File: src/rtl/shift_pkg.sv
// Shared definitions for the shift/rotate sequencer: datapath constants,
// operation encodings, controller states and a bit-reversal helper.
package shift_pkg;

    localparam int WIDTH = 16;
    localparam int SHW   = 4;

    // Operation encodings as presented by the ALU op decoder; 101-111 are illegal.
    typedef enum logic [2:0] {
        OP_SLL = 3'b000,
        OP_SRL = 3'b001,
        OP_SRA = 3'b010,
        OP_ROL = 3'b011,
        OP_ROR = 3'b100
    } op_e;

    typedef enum logic [1:0] {
        IDLE  = 2'd0,
        PASS1 = 2'd1,
        PASS2 = 2'd2,
        DONE  = 2'd3
    } state_e;

    // Mirror a WIDTH-bit word end for end (bit 0 <-> bit WIDTH-1).
    function automatic logic [WIDTH-1:0] bit_reverse(input logic [WIDTH-1:0] x);
        logic [WIDTH-1:0] r;
        r = '0;
        for (int unsigned i = 0; i < WIDTH; i++) begin
            r[i] = x[WIDTH-1-i];
        end
        return r;
    endfunction

endpackage

File: src/rtl/barrel_left.sv
// Combinational logarithmic left barrel shifter; zero-fills from the LSB.
module barrel_left #(
    parameter int WIDTH = 16,
    parameter int SHW   = 4
) (
    input  logic [WIDTH-1:0] data,
    input  logic [SHW-1:0]   amount,
    output logic [WIDTH-1:0] result
);

    logic [WIDTH-1:0] stage [SHW+1];

    assign stage[0] = data;

    // Stage s shifts by 2**s when amount bit s is set.
    for (genvar s = 0; s < SHW; s++) begin : g_stage
        localparam int STEP = 1 << s;
        assign stage[s+1] = amount[s] ? (stage[s] << STEP) : stage[s];
    end

    assign result = stage[SHW];

endmodule

File: src/rtl/shift_sequencer.sv
// Multi-cycle shift/rotate controller time-sharing one left barrel shifter
// for SLL, SRL, SRA, ROL and ROR with a start/busy/done handshake.
// Optional feature macro: SHIFT_CARRY_EN adds the registered 'carry' output
// holding the last bit shifted out.
module shift_sequencer
    import shift_pkg::*;
#(
    parameter int WIDTH = shift_pkg::WIDTH,
    parameter int SHW   = shift_pkg::SHW
) (
    input  logic             clk,
    input  logic             rst,
    input  logic             start,
    input  logic [2:0]       op,
    input  logic [WIDTH-1:0] operand,
    input  logic [SHW-1:0]   amount,
    output logic             busy,
    output logic             done,
    output logic [WIDTH-1:0] result
`ifdef SHIFT_CARRY_EN
    ,
    output logic             carry
`endif
);

    state_e           state;
    logic [2:0]       op_q;
    logic [WIDTH-1:0] operand_q;
    logic [SHW-1:0]   amount_q;
    logic [WIDTH-1:0] acc;

    logic             is_right;
    logic             is_rot;
    logic             legal;
    logic             need_pass2;
    logic [SHW-1:0]   amt_eff;

    logic [WIDTH-1:0] sh_data;
    logic [SHW-1:0]   sh_amt;
    logic [WIDTH-1:0] sh_out;
    logic             rev_out;
    logic [WIDTH-1:0] pass_val;
    logic [WIDTH-1:0] res_nxt;

    // Decode the latched operation; ROR by n is performed as ROL by 16-n.
    always_comb begin
        is_right   = (op_q == OP_SRL) || (op_q == OP_SRA);
        is_rot     = (op_q == OP_ROL) || (op_q == OP_ROR);
        legal      = (op_q <= OP_ROR);
        need_pass2 = (op_q == OP_SRA) || (is_rot && (amount_q != '0));
        case (op_q)
            OP_SLL, OP_SRL, OP_SRA, OP_ROL: amt_eff = amount_q;
            OP_ROR:                         amt_eff = SHW'(0) - amount_q;
            default:                        amt_eff = '0;
        endcase
    end

    // Steer the shared shifter. Right shifts wrap the left shifter in
    // bit reversals; pass 2 builds the SRA sign mask or the wrapped-around
    // half of a rotate.
    always_comb begin
        sh_data = '0;
        sh_amt  = '0;
        rev_out = 1'b0;
        case (state)
            PASS1: begin
                sh_data = is_right ? bit_reverse(operand_q) : operand_q;
                sh_amt  = amt_eff;
                rev_out = is_right;
            end
            PASS2: begin
                if (op_q == OP_SRA) begin
                    sh_data = '1;
                    sh_amt  = amount_q;
                end else begin
                    sh_data = bit_reverse(operand_q);
                    sh_amt  = SHW'(0) - amt_eff;
                end
                rev_out = 1'b1;
            end
            default: begin
                sh_data = '0;
                sh_amt  = '0;
                rev_out = 1'b0;
            end
        endcase
    end

    barrel_left #(
        .WIDTH (WIDTH),
        .SHW   (SHW)
    ) u_shifter (
        .data   (sh_data),
        .amount (sh_amt),
        .result (sh_out)
    );

    // Un-reverse right-shift results and form the value committed at done.
    always_comb begin
        pass_val = rev_out ? bit_reverse(sh_out) : sh_out;
        res_nxt  = legal ? pass_val : operand_q;
        if (state == PASS2) begin
            if (op_q == OP_SRA) begin
                res_nxt = acc | (operand_q[WIDTH-1] ? ~pass_val : '0);
            end else begin
                res_nxt = acc | pass_val;
            end
        end
    end

`ifdef SHIFT_CARRY_EN
    logic carry_nxt;

    // Last bit shifted out, derived from the latched operand or final result.
    always_comb begin
        carry_nxt = 1'b0;
        if (legal && (amount_q != '0)) begin
            case (op_q)
                OP_SLL:         carry_nxt = operand_q[SHW'(0) - amount_q];
                OP_SRL, OP_SRA: carry_nxt = operand_q[amount_q - SHW'(1)];
                OP_ROL:         carry_nxt = res_nxt[0];
                OP_ROR:         carry_nxt = res_nxt[WIDTH-1];
                default:        carry_nxt = 1'b0;
            endcase
        end
    end
`endif

    // Controller FSM with registered handshake and result outputs.
    always_ff @(posedge clk or posedge rst) begin
        if (rst) begin
            state     <= IDLE;
            op_q      <= '0;
            operand_q <= '0;
            amount_q  <= '0;
            acc       <= '0;
            busy      <= 1'b0;
            done      <= 1'b0;
            result    <= '0;
`ifdef SHIFT_CARRY_EN
            carry     <= 1'b0;
`endif
        end else begin
            done <= 1'b0;
            case (state)
                IDLE: begin
                    if (start) begin
                        op_q      <= op;
                        operand_q <= operand;
                        amount_q  <= amount;
                        busy      <= 1'b1;
                        state     <= PASS1;
                    end
                end
                PASS1: begin
                    acc <= pass_val;
                    if (need_pass2) begin
                        state <= PASS2;
                    end else begin
                        busy   <= 1'b0;
                        done   <= 1'b1;
                        result <= res_nxt;
`ifdef SHIFT_CARRY_EN
                        carry  <= carry_nxt;
`endif
                        state  <= DONE;
                    end
                end
                PASS2: begin
                    busy   <= 1'b0;
                    done   <= 1'b1;
                    result <= res_nxt;
`ifdef SHIFT_CARRY_EN
                    carry  <= carry_nxt;
`endif
                    state  <= DONE;
                end
                DONE: begin
                    state <= IDLE;
                end
                default: begin
                    state <= IDLE;
                end
            endcase
        end
    end

endmodule

File: config.mk
export PLATFORM = sky130hd
export DESIGN_NAME = shift_sequencer
export DESIGN_NICKNAME = d
export VERILOG_FILES = /design/src/rtl/shift_pkg.sv /design/src/rtl/barrel_left.sv /design/src/rtl/shift_sequencer.sv
export SDC_FILE = /design/constraint.sdc
export NUM_CORES = 1
export LEC_CHECK = 0
export ABC_AREA = 1
export BUFFER_PORTS_ARGS = -buffer_cell sky130_fd_sc_hd__buf_2
export CAP_MARGIN = 20
export CORE_ASPECT_RATIO = 0.9
export CORE_MARGIN = 1.5
export CORE_UTILIZATION = 55
export CTS_CLUSTER_SIZE = 24
export DETAILED_ROUTE_END_ITERATION = 10
export PLACE_DENSITY = 0.81
export SYNTH_ARGS = -nofsm -noshare
export SYNTH_HDL_FRONTEND = slang
export SYNTH_SLANG_ARGS = --single-unit
File: constraint.sdc
create_clock -name clk -period 6.55 [get_ports clk]
set_input_delay 0.9825 -clock clk [delete_from_list [all_inputs] [get_ports clk]]
set_output_delay 0.9825 -clock clk [all_outputs]
set_load 0.1 [all_outputs]
# Yosys cells after proc, flatten, opt, wreduce, memory -nomap -nowiden
# Cells that the tools add are included.
[totals]
ff_bits = 59
out_inout_bits = 18
word_cells = 62
[classes]
mux = 26
reduce_logical = 13
magnitude_cmp = 1
bitwise = 3
eq_ne = 9
add_sub_neg = 2
[ops]
columns = ["operator", "n"]
rows = [
  ["16-bit two-way mux", 12],
  ["16-bit case mux with 2 select lines", 2],
  ["16-bit OR", 2],
  ["16-bit inverter", 1],
  ["4-bit case mux with 2 select lines", 2],
  ["2-bit case mux with 4 select lines", 1],
  ["1-bit by 4-bit subtractor with 4-bit output, first input constant", 2],
  ["3-bit by 2-bit == test with 1-bit output, second input constant", 2],
  ["2-bit == test, second input constant", 2],
  ["1-bit two-way mux", 4],
  ["4-bit two-way mux", 1],
  ["2-bit != test, second input constant", 2],
  ["1-bit case mux with 2 select lines", 2],
  ["2-bit AND reduction", 2],
  ["4-bit nonzero test", 1],
  ["4-bit OR reduction", 1],
  ["3-bit by 1-bit == test with 1-bit output, second input constant", 1],
  ["3-bit == test, second input constant", 1],
  ["3-bit less-or-equal comparator, second input constant", 1],
  ["3-bit logical NOT", 1],
  ["1-bit logical OR", 3],
  ["1-bit case mux with 3 select lines", 1],
  ["3-bit AND reduction", 1],
  ["3-bit nonzero test", 1],
  ["other kinds (5)", 5],
]

# Depth between registers and ports, before layout
[depth]
depth_word = 18
mapped_depth = 24
depth_no_buf = 23

# Cells and area by module
# From an unflattened synthesis, not the netlist that was laid out.
[hier_totals]
cells_unflattened = 749
hier_area_um2 = 4643.2
[modules_own_cells]
columns = ["mod", "n_inst", "area_per_inst_um2", "cells_each"]
rows = [
  ["shift_sequencer", 1, 3948.8, 598],
  ["barrel_left", 1, 694.4, 151],
]

# Worst setup path before layout
# Ideal clock, no wire load.
[synth_path]
path_type = "register -> register"
from = "register amount_q[0]"
to = "register result[11]"
path_buffers = 1
setup_time_ns = 0.120
path_slack_ns = 3.999
stages_incl_launch_ff = 24
t_arrival_ns = 2.431
cell_sequence = "dfrtp_1 -> inv_1 -> ha_1 -> nor2_1 -> nor2_1 -> nand2_1 -> ha_1 -> inv_1 -> nand2_1 -> nand3_1 -> nand2_1 -> nand2_2 -> inv_2 -> buf_4 -> nand3_1 -> nand2_1 -> nor2_1 -> nand2_1 -> nand3_1 -> nand2_1 -> nand2_1 -> nand3_1 -> nand2_1 -> nand2_1"
[synth_via]
elab_chain_cells = 17
[synth_lines]
columns = ["item", "line", "source"]
rows = [
  ["start, declared", "shift_sequencer.sv:29", "logic [SHW-1:0] amount_q;"],
  ["start signal, assigned", "shift_sequencer.sv:150", "amount_q <= amount;"],
  ["1-bit by 4-bit subtractor with 4-bit output", "shift_sequencer.sv:53", "OP_ROR: amt_eff = SHW'(0) - amount_q;"],
  ["4-bit case mux with 2 select lines", "shift_sequencer.sv:51", "case (op_q)"],
  ["1-bit by 4-bit subtractor with 4-bit output", "shift_sequencer.sv:77", "sh_amt = SHW'(0) - amt_eff;"],
  ["4-bit two-way mux", "shift_sequencer.sv:72", "if (op_q == OP_SRA) begin"],
  ["4-bit case mux with 2 select lines", "shift_sequencer.sv:65", "case (state)"],
  ["16-bit two-way mux (4 in a row)", "barrel_left.sv:18", "assign stage[s+1] = amount[s] ? (stage[s] << STEP) : stage[s];"],
  ["16-bit two-way mux", "shift_sequencer.sv:100", "pass_val = rev_out ? bit_reverse(sh_out) : sh_out;"],
  ["16-bit inverter", "shift_sequencer.sv:104", "res_nxt = acc | (operand_q[WIDTH-1] ? ~pass_val : '0);"],
  ["16-bit two-way mux", "shift_sequencer.sv:104", ""],
  ["16-bit OR", "shift_sequencer.sv:104", ""],
  ["16-bit two-way mux", "shift_sequencer.sv:103", "if (op_q == OP_SRA) begin"],
  ["16-bit two-way mux", "shift_sequencer.sv:102", "if (state == PASS2) begin"],
  ["16-bit two-way mux", "shift_sequencer.sv:157", "if (need_pass2) begin"],
  ["16-bit case mux with 2 select lines", "shift_sequencer.sv:145", "case (state)"],
  ["end signal, assigned", "shift_sequencer.sv:162", "result <= res_nxt;"],
  ["end signal, assigned", "shift_sequencer.sv:172", "result <= res_nxt;"],
  ["end, declared", "shift_sequencer.sv:19", "output logic [WIDTH-1:0] result"],
]
# Several ways; a longest one is shown, not always the timed one. The select of a mux whose other input is x is not followed.
# A chain may end at the register's enable or synchronous reset.

# Worst setup path after layout
[layout_path]
from = "register state[0]"
to = "register result[7]"
[layout_via]
elab_chain_cells = 14
[layout_lines]
columns = ["item", "line", "source"]
rows = [
  ["start, declared", "shift_sequencer.sv:26", "state_e state;"],
  ["start signal, assigned", "shift_sequencer.sv:132", "state <= IDLE;"],
  ["start signal, assigned", "shift_sequencer.sv:152", "state <= PASS1;"],
  ["start signal, assigned", "shift_sequencer.sv:158", "state <= PASS2;"],
  ["2-bit == test / 2-bit by 1-bit == test with 1-bit output (equally long branches)", "shift_sequencer.sv:65, shift_sequencer.sv:102, shift_sequencer.sv:145", ""],
  ["16-bit case mux with 2 select lines / 4-bit case mux with 2 select lines (equally long branches)", "shift_sequencer.sv:65", ""],
  ["16-bit two-way mux (4 in a row)", "barrel_left.sv:18", ""],
  ["16-bit two-way mux", "shift_sequencer.sv:100", ""],
  ["16-bit inverter", "shift_sequencer.sv:104", ""],
  ["16-bit two-way mux", "shift_sequencer.sv:104", ""],
  ["16-bit OR", "shift_sequencer.sv:104", ""],
  ["16-bit two-way mux", "shift_sequencer.sv:103", ""],
  ["16-bit two-way mux", "shift_sequencer.sv:102", ""],
  ["16-bit two-way mux", "shift_sequencer.sv:157", ""],
  ["16-bit case mux with 2 select lines", "shift_sequencer.sv:145", ""],
]
# Several ways; a longest one is shown, not always the timed one. The select of a mux whose other input is x is not followed.

==> summary.txt <==
Clocking
  • Clock tree from TritonCTS: done
  • Post-CTS repair timing setup buffer count: 0
  • Clock Path Buffers: 2
  • Cts bufs inserted: 9
  • Number of buffers inserted by hold repair at cts: 0
  • Clock insertion delay at the later pin of the skew report: between 0.3 and 0.4 ns
  • Number of cells upsized or downsized after cts: 0
  • Sink Count: 59
  • Number of H-tree levels: 3
  • CTS Root Cell: clkbuf_8
  • Clock slew at the register clock pins of the worst setup and hold paths: 0.07 ns

Yosys
  • Synth Net Count: ~800
  • Leading cell types by total area after synthesis: dfrtp_1 32%, nand2_1 22%, nand3_1 15%, o21ai_0 4.9%, nor2_1 4.6%
  • Portion of the post-synthesis area used by sequential elements: 0.316
  • Netlist area before placement: approximately 0.0047 mm^2
  • Flops & latches, synth: 59
  • Syn avg cell area: 6.12 um^2
  • Count of different cell masters after synthesis: 27
  • Number of synthesis warnings: 0
  • Area fraction of the dominant cell type after synthesis: 0.316
  • Largest area contributor in the netlist: dfrtp_1
  • Cells after Synth: 764

Run
  • Max-cap violation count: 0

STA
  • Setup TNS: 0 ns
  • Slew margin rel.: 0.335
  • Final critical-path share of the clock period: 0.595
  • Endpoints failing setup: 0
  • Post-Route Skew: 0.00736 ns
  • Achievable Freq: ~0.26 GHz
  • Unrepaired setup endpoints after global routing: no
  • Min Clock Period, post-route: 3.89 ns
  • Number of hold violations in the final report: 0
  • Slew Limit Fails: 0
  • Transition time at the pin with the least slew margin: approximately 1 ns

Finish
  • Leading cell types in the layout, fill and taps excluded: 272 x nand2_1, 138 x nand3_1, 59 x dfrtp_1
  • Commonest non-fill, non-tap cell in the layout: nand2_1
  • Diode count: 0
  • Total number of nets in the final design: 814
  • Fraction of layout instances using a drive strength above 1: 0.110
  • Layout overhead on the synthesized area: 7.79%

Worst hold path
  • Worst hold path type: flop to flop
  • Capture endpoint of the worst hold path: result[4]
  • Cell count of the worst hold path: 2
  • Hold Path Origin: result[4]

Placed design
  • Final weighted congestion in routability-driven placement: 0.980
  • Count of buffers inserted at the top-level ports: between 40 and 50
  • Final HPWL DP: 9580 um

Drt
  • Total vias in the final route: 5104
  • Post-DR wirelength/cell: 15.0 um
  • Number of remaining DRC errors: 0
  • Vias per inst: between 5 and 6
  • Final wirelength: 13300 um
  • Detailed Routing Iterations Pass 1: 5
  • First-iteration detailed-routing DRC count: 352
  • Post-route antenna net violation count: 0

Setup path
  • Crit. End Element: flop
  • Beginning of the worst register-to-register path: state[0]
  • Endpoint of the worst register-to-register path: result[7]
  • Cell seen most often among critical-path stages: nand2_1
  • Element type at the critical path start: flop
  • Worst path slowest cell: clkinv_1
  • Worst path max stage delay: 0.93 ns
  • Arr. time, crit path: 4.14 ns
  • Type of the worst setup path: flop to flop
  • Cells along the critical path: inv_1, ha_1, clkinv_1, a21oi_1, nand2_1, a21oi_2, nand2_1, nand3_1, nand2_1, nand3_1, nand3_1, nand2_1, nand2_1
  • CP max FO: 37
  • Length in cells of the worst reg-to-reg path: 13
  • Reg-to-reg setup timing slack: 2.66 ns
  • Critical path required time: 6.79 ns

Global route
  • Global-route wire length before repair: around 23000 um
  • Total congestion overflow after global routing: 0
  • Pin count of the biggest net entering global routing: 60
  • Vias in the first global route: roughly 4800
  • Total GRT Usage: 0.310
  • Initial antenna violation count: 0

Floorplan
  • Core area: 0.00815 mm^2
  • Count of standard-cell rows: 31
  • Die outline height: 90.5 um
  • # IOs: 44
  • Starting utilization of the core area: 0.574
  • DIE AREA: 0.00906 mm^2
  • Horiz. Die Dim: about 100 um

Run status
  • Outcome: completed
-- per-layer routing --
metal	vias to the layer above	part of all wire	global-route usage
li1	2528	-	-
met1	2348	0.46	0.428
met2	197	0.45	0.491
met3	31	0.063	0.0511
met4	0	0.024	0.103
met5	-	0	0
-- critical path, delay by kind of cell (launching register included) --
kind,cells,cell delay (ns)
buffers and inverters,2,1.05
and+or+nand+nor,8,0.96
AOI/OAI and AO/OA,2,0.84
adders and majority gates,1,0.50
DFF,1,0.41
-- cell families after synthesis --
kind of cell               share of synthesized area
AOI/OAI and AO/OA                              0.111
adders and majority gates                     0.0187
buffers and inverters                         0.0956
DFF                                            0.316
and+or+nand+nor                                0.459
-- cell usage after synthesis --
master	instances
ha_1	7
nand3_2	4
nor2_2	1
buf_4	10
o211ai_1	1
nand2_4	1
buf_6	2
dfrtp_1	59
o21ai_0	46
a31oi_1	5
a21oi_2	1
buf_2	9
clkinv_1	1
nand4_1	19
buf_1	1
nand2_2	6
nor2_1	57
o311ai_0	1
inv_1	52
a21oi_4	1
a21oi_1	41
nand2_1	272
nand3_1	138
clkbuf_1	21
o21ai_2	1
inv_2	6
nand3b_1	1
-- final cells by class --
cell class	count	area (um^2)
clock buffers	11	151
fillers	815	3110
inverters	59	221
flip-flops and latches	59	1480
well taps	99	124
clock inverters	4	50.0
repair buffers	49	264
multi-input cells	603	2750
-- flip-flops by register name, summed over array words and instances, names as in the netlist --
signal and count:
acc 16, amount_q 4, busy 1, done 1, op_q 3, operand_q 16
result 16, state 2
-- how the worst max path moves through the flow --
stage               slack [ns]  cells past startpoint          to   startpoint
global route              2.18                     13  result[15]     state[0]
CTS                       2.73                     13   result[7]     state[0]
finish                    2.66                     13   result[7]     state[0]
floorplan                 4.00                     23  result[11]  amount_q[0]
detailed placement        2.76                     13   result[7]     state[0]
global placement          2.82                     15  result[14]     state[0]
-- stage by stage --
| step | setup slack (ns) | hold slack (ns) | cell area (um^2) | utilization | std cells |
|---|---|---|---|---|---|
| after floorplan | 4.00 | 0.454 | 4670 | - | 764 |
| after global placement | 2.82 | 0.458 | 4830 | 0.592 | 868 |
| after detailed placement | 2.76 | 0.459 | 4840 | 0.594 | 869 |
| after CTS | 2.73 | 0.480 | 5040 | 0.619 | 884 |
| after global routing | 2.18 | 0.504 | 5040 | 0.619 | 884 |
| final | 2.66 | 0.476 | 5040 | 0.619 | 884 |
Power is left out: the tool's default activity adds up to more than one toggle a clock period on the data nets, which glitch-free logic cannot reach.
